File: config.mk
export PLATFORM = sky130hd
export DESIGN_NAME = key_matrix_emulator
export DESIGN_NICKNAME = d
export VERILOG_FILES = /design/src/rtl/key_matrix_emulator.sv
export SDC_FILE = /design/constraint.sdc
export NUM_CORES = 1
export LEC_CHECK = 0
export ABC_AREA = 1
export CAP_MARGIN = 15
export CORE_AREA = 2 2 55 70
export DETAILED_ROUTE_END_ITERATION = 12
export DIE_AREA = 0 0 57 72
export DONT_BUFFER_PORTS = 1
export MAX_ROUTING_LAYER = met4
export PLACE_DENSITY = 0.71
export SLEW_MARGIN = 10
export SYNTH_ARGS = -nofsm -noshare
export SYNTH_HDL_FRONTEND = slang
export SYNTH_SLANG_ARGS = --single-unit
File: constraint.sdc
create_clock -name clk -period 1.6 [get_ports clk]
set_clock_uncertainty 0.15 [all_clocks]
set_input_delay 0.08 -clock clk [delete_from_list [all_inputs] [get_ports clk]]
set_output_delay 0.08 -clock clk [all_outputs]
set_load 0.02 [all_outputs]
File: src/rtl/key_matrix_emulator.sv
// -----------------------------------------------------------------------------
// key_matrix_emulator
//
// Emulates one key of a 4x4 active-low keypad matrix. When a key request is
// accepted the selected contact closes for PRESS_CYCLES clocks. It is then
// held open for RELEASE_CYCLES clocks before the next request is accepted.
// While the contact is closed, the selected row follows the selected column
// with one clock of latency.
//
// Optional feature (macro KEY_EMU_BOUNCE_EN):
//   When defined, a bounce window of BOUNCE_CYCLES clocks precedes and follows
//   the press. Inside a window the contact toggles every BOUNCE_TOGGLE clocks.
//   It starts closed on the way in and open on the way out.
//   When undefined, the bounce windows do not exist and IDLE -> PRESS ->
//   RELEASE -> IDLE.
//
// Ports:
//   clk        in   system clock
//   rst_n      in   synchronous active-low reset
//   col_data   in   [3:0] column drive from scanner, active-low, bit 3 = col 0
//   key_valid  in   key request valid (taken only while key_ready=1)
//   key_code   in   [3:2] row index, [1:0] column index
//   key_abort  in   force early release during bounce-in / press / bounce-out
//   key_ready  out  request can be accepted
//   row_data   out  [3:0] registered row sense, active-low, bit 3 = row 0
//   busy       out  high in every state except IDLE
//   done       out  one-clock pulse when a key cycle completes
// -----------------------------------------------------------------------------
module key_matrix_emulator #(
  parameter int unsigned PRESS_CYCLES   = 2_500_000,
  parameter int unsigned RELEASE_CYCLES = 2_500_000,
  parameter int unsigned BOUNCE_CYCLES  = 50_000,
  parameter int unsigned BOUNCE_TOGGLE  = 1_000
) (
  input  logic       clk,
  input  logic       rst_n,
  input  logic [3:0] col_data,
  input  logic       key_valid,
  input  logic [3:0] key_code,
  input  logic       key_abort,
  output logic       key_ready,
  output logic [3:0] row_data,
  output logic       busy,
  output logic       done
);

  typedef enum logic [2:0] {
    IDLE       = 3'd0,
    BOUNCE_IN  = 3'd1,
    PRESS      = 3'd2,
    BOUNCE_OUT = 3'd3,
    RELEASE    = 3'd4
  } state_t;

  // The counter is loaded with N-1 so that a state lasts exactly N clocks.
  // Zero is clamped to one clock.
  localparam logic [23:0] PRESS_LOAD   = (PRESS_CYCLES   > 1) ? 24'(PRESS_CYCLES - 1)   : 24'd0;
  localparam logic [23:0] RELEASE_LOAD = (RELEASE_CYCLES > 1) ? 24'(RELEASE_CYCLES - 1) : 24'd0;
`ifdef KEY_EMU_BOUNCE_EN
  localparam logic [23:0] BOUNCE_LOAD  = (BOUNCE_CYCLES  > 1) ? 24'(BOUNCE_CYCLES - 1)  : 24'd0;
  localparam logic [23:0] TOGGLE_LOAD  = (BOUNCE_TOGGLE  > 1) ? 24'(BOUNCE_TOGGLE - 1)  : 24'd0;
`endif

  state_t      state_reg, state_next;
  logic [23:0] cnt_reg, cnt_next;
  logic [3:0]  code_reg, code_next;
  logic [3:0]  row_reg, row_next;
  logic        done_reg, done_next;
  logic        contact_closed;
  logic        accept;
  logic        cnt_zero;

  assign cnt_zero  = (cnt_reg == 24'd0);
  assign key_ready = (state_reg == IDLE) && !done_reg;
  assign accept    = key_ready && key_valid;
  assign busy      = (state_reg != IDLE);
  assign done      = done_reg;
  assign row_data  = row_reg;

`ifdef KEY_EMU_BOUNCE_EN
  // Bounce contact: phase_reg is the contact level inside a bounce window.
  // toggle_reg counts clocks until the next flip.
  logic        phase_reg, phase_next;
  logic [23:0] toggle_reg, toggle_next;

  always_comb begin
    phase_next  = phase_reg;
    toggle_next = toggle_reg;
    if (state_next == BOUNCE_IN && state_reg != BOUNCE_IN) begin
      phase_next  = 1'b1;
      toggle_next = TOGGLE_LOAD;
    end else if (state_next == BOUNCE_OUT && state_reg != BOUNCE_OUT) begin
      phase_next  = 1'b0;
      toggle_next = TOGGLE_LOAD;
    end else if (state_reg == BOUNCE_IN || state_reg == BOUNCE_OUT) begin
      if (toggle_reg == 24'd0) begin
        phase_next  = ~phase_reg;
        toggle_next = TOGGLE_LOAD;
      end else begin
        toggle_next = toggle_reg - 24'd1;
      end
    end
  end

  always_ff @(posedge clk) begin
    if (!rst_n) begin
      phase_reg  <= 1'b0;
      toggle_reg <= 24'd0;
    end else begin
      phase_reg  <= phase_next;
      toggle_reg <= toggle_next;
    end
  end

  always_comb begin
    case (state_reg)
      PRESS:      contact_closed = 1'b1;
      BOUNCE_IN,
      BOUNCE_OUT: contact_closed = phase_reg;
      default:    contact_closed = 1'b0;
    endcase
  end
`else
  assign contact_closed = (state_reg == PRESS);
`endif

  // Next-state logic and counter control.
  always_comb begin
    state_next = state_reg;
    cnt_next   = cnt_zero ? 24'd0 : (cnt_reg - 24'd1);
    code_next  = code_reg;
    done_next  = 1'b0;
    case (state_reg)
      IDLE: begin
        if (accept) begin
          code_next  = key_code;
`ifdef KEY_EMU_BOUNCE_EN
          state_next = BOUNCE_IN;
          cnt_next   = BOUNCE_LOAD;
`else
          state_next = PRESS;
          cnt_next   = PRESS_LOAD;
`endif
        end
      end
`ifdef KEY_EMU_BOUNCE_EN
      BOUNCE_IN: begin
        if (key_abort) begin
          state_next = RELEASE;
          cnt_next   = RELEASE_LOAD;
        end else if (cnt_zero) begin
          state_next = PRESS;
          cnt_next   = PRESS_LOAD;
        end
      end
      BOUNCE_OUT: begin
        if (key_abort || cnt_zero) begin
          state_next = RELEASE;
          cnt_next   = RELEASE_LOAD;
        end
      end
`endif
      PRESS: begin
        if (key_abort) begin
          state_next = RELEASE;
          cnt_next   = RELEASE_LOAD;
        end else if (cnt_zero) begin
`ifdef KEY_EMU_BOUNCE_EN
          state_next = BOUNCE_OUT;
          cnt_next   = BOUNCE_LOAD;
`else
          state_next = RELEASE;
          cnt_next   = RELEASE_LOAD;
`endif
        end
      end
      RELEASE: begin
        if (cnt_zero) begin
          state_next = IDLE;
          cnt_next   = 24'd0;
          done_next  = 1'b1;
        end
      end
      default: begin
        state_next = IDLE;
        cnt_next   = 24'd0;
      end
    endcase
  end

  // Row sense: only the latched row follows the latched column, and only
  // while the contact is closed. ~index maps index r to bit 3-r.
  logic [1:0] row_sel;
  logic       col_bit;
  assign row_sel = ~code_reg[3:2];
  assign col_bit = col_data[~code_reg[1:0]];

  generate
    for (genvar gi = 0; gi < 4; gi++) begin : g_row
      assign row_next[gi] = (contact_closed && (row_sel == 2'(gi))) ? col_bit : 1'b1;
    end
  endgenerate

  always_ff @(posedge clk) begin
    if (!rst_n) begin
      state_reg <= IDLE;
      cnt_reg   <= 24'd0;
      code_reg  <= 4'd0;
      row_reg   <= 4'b1111;
      done_reg  <= 1'b0;
    end else begin
      state_reg <= state_next;
      cnt_reg   <= cnt_next;
      code_reg  <= code_next;
      row_reg   <= row_next;
      done_reg  <= done_next;
    end
  end

endmodule

==> key figures <==
Clocking
  • CTS tree: done
  • Worst-path clk slew: around 70 ps
  • TritonCTS Buffers: 5
  • Root Buffer: clkbuf_8
  • CTS H-tree depth: 2
  • Clock Latency Late Sink: slightly below 300 ps
  • Clk sink count: 35
  • CTS max path bufs: 2

Synthesis
  • EDFF count, synth: 0
  • Syn Area/Cell: about 7.3 sq um
  • Post-synth cell types: 27
  • Synth cell count leaders: nor2_1, nand2_1, dfxtp_1
  • Cells after synthesis: 253
  • Synth area leaders: dfxtp_1, nor2_1, nand2_1
  • Ys flop type: dfxtp_1
  • Register area share after synthesis: 0.380
  • YS warnings: 0
  • Top-area cell type share of the netlist area: 0.380
  • Count leader, synth: nor2_1
  • Post-Syn Nets: ~270
  • Ys async rst share: 0
  • Synth area leader: dfxtp_1
  • Synth Register Bits: 35
  • Cell area after synthesis: around 0.0018 sq mm

Timing
  • Post-Route Setup TNS: -540 ps
  • Worst-Margin Slew: just over 300 ps
  • Worst Setup Slack, final: -68.1 ps
  • Tmin final: around 1700 ps
  • Final setup viols: 16
  • RSZ-0062 raised after global routing: true
  • Max Clk Rate: 599 MHz
  • Worst-case headroom to the max-slew limit: 0.793
  • Final Hold Vio Count: 0
  • Period utilization: 1.04
  • Max-slew violations: 0
  • Hold Slack: 14.1 ps

Global routing
  • Largest net degree at the start of global routing: 17
  • Top Usage Layer GRT: met2
  • Routing usage on met3: 0.0642
  • GRT Resource Usage Total: 0.228
  • GR Util met1: 0.251
  • GRT overflow: 0
  • First-pass GRT wire length: roughly 7000 microns
  • M2 GR Usage: 0.384
  • Initial antenna violation count: 0
  • Vias in the first global route: about 1600

Setup path
  • WS Path Type: flip-flop to flip-flop
  • Startpoint types: flip-flop
  • CP Capture Type: flip-flop
  • Max Fanout on Critical Path: 5
  • Worst EP arrival: between 1500 and 2000 ps
  • Worst EP required: about 1700 ps
  • CP peak stage delay: between 300 and 400 ps
  • Crit-path cells: inv_2 > ha_4 > nand3_2 > nor2_4 > nand4_1 > nand2_1 > nand2_2 > nand2_2 > nor2_1 > nor2_1
  • Slowest stage cell on the critical path: dfxtp_2

Outcome
  • Status: finished with violations
  • Failing checks: negative setup slack

Die
  • Top Ports: 19
  • Die outline area: just over 0.004 sq mm
  • Site Rows: 24
  • Chip width: roughly 57 microns
  • Initial core utilization: 0.539
  • Die height: around 70 microns
  • Placeable Area: roughly 0.0034 sq mm

Placement
  • Port-buffer cells: 0
  • HPWL Detailed: 2910 microns
  • Post-Place Cells: 318
  • Pre-CTS setup slack: -76.4 ps
  • Final GP Congestion: ~0.84

Finish
  • Final std cells w/o fill: between 300 and 400
  • Flip-flop count of the largest register after layout: 24
  • Layout cell share with drive strength beyond 1: 0.298
  • Antenna diode count: 0
  • Fillers: ~300
  • Final net count: roughly 310
  • Synth-to-Final Area Change: 29.0%

Drt
  • Wire per inst: approximately 13 microns
  • DR vias: roughly 1700
  • Vias/cell: 5.08
  • DR iter-0 viols: between 40 and 50
  • Number of remaining DRC errors: 0
  • Post-DRT Antenna Nets: 0
  • WL final: 4320 microns
  • TritonRoute pass-1 iters: 4

Hold path
  • Hold WC Path Type: input port to flip-flop

Power
  • Pwr Total: ~2500 uW
  • NetSw: around 900 uW
  • Pint: 1610 uW
  • Sw frac: 0.354
  • Cell Pwr Density: ~1000 mW/mm^2
  • Comb pwr share: 0.347
  • Leak: around 0.0010 uW
  • VDD IR max: between 0.7 and 0.8 mV
  • Flop pwr share: 0.409
  • Clock power frac: 0.245

Job
  • Max Cap Viol: 0
[worst paths after layout]
kind	start	endpoint	slack [ps]	cells after the start
worst max-delay path	cnt_reg[1]	cnt_reg[13]	-70	10
worst min-delay path	key_abort	cnt_reg[16]	10	4
worst max register to register	cnt_reg[1]	cnt_reg[13]	-70	10
worst min register to register	code_reg[3]	row_data[1]	300	1
[power groups by stage]
stage | clock network [uW] | registers, uW | logic [uW]
6_report | 609 | 1020 | 863
5_1_grt | 663 | 1030 | 966
4_1_cts | 626 | 1010 | 795
3_5_place_dp | 0 | 1030 | 741
3_3_place_gp | 0 | 1030 | 730
2_1_floorplan | 0 | 1020 | 536
[cells by family after synthesis]
family,synth area share
simple gates,0.400
flops,0.380
buf+inv,0.0733
xor+xnor,0.0902
compound gates,0.0502
fa+ha+maj,0.00678
[layout make-up]
type	instances	area, sq um	area share
multi-input combinational	190	1110	0.466
sequential	35	703	0.296
timing repair buffer	40	337	0.142
inverter	26	97.6	0.0410
clock buffer	5	68.8	0.0289
tap	39	48.8	0.0205
clock inverter	3	15.0	0.00631
[placed cells by master (no fill, tap or decap), types with 5 or more instances in the layout]
master,count
xor2_1,14
dlygate4sd3_1,8
nand2_2,5
inv_2,6
dfxtp_1,33
nor2_4,6
a21oi_1,9
nor2_1,59
buf_4,30
nor2_2,15
nand3_1,13
inv_1,19
nand2_1,35
xnor2_1,5
clkbuf_8,5
[critical path: cells and delay by family, from the launching register on]
kind	cells	cell delay [ps]
fa+ha+maj	1	150
buf+inv	1	70
flops	1	320
simple gates	8	920
[stage by stage]
stage	instance area [sq um]	utilization
after CTS	2300	0.672
after global routing	2380	0.695
final	2380	0.695
after detailed placement	2100	0.612
after global placement	2100	0.612
after floorplan	1850	-
[layer usage]
metal / vias up / wire length (microns)
li1: 887 / -
met1: 773 / 1800
met2: 43 / 2210
met3: 13 / 191
met4: 0 / 124
met5: - / 0
[repair_timing]
action	in CTS	in global routing
hold buffers	8	0
hold endpoints to repair	28	0
pin swaps	3	4
endpoints found under the setup margin	25	26
gates resized for setup	9	16
setup buffers	0	2
gates cloned	1	1
Power figures use the tool's default switching activity.
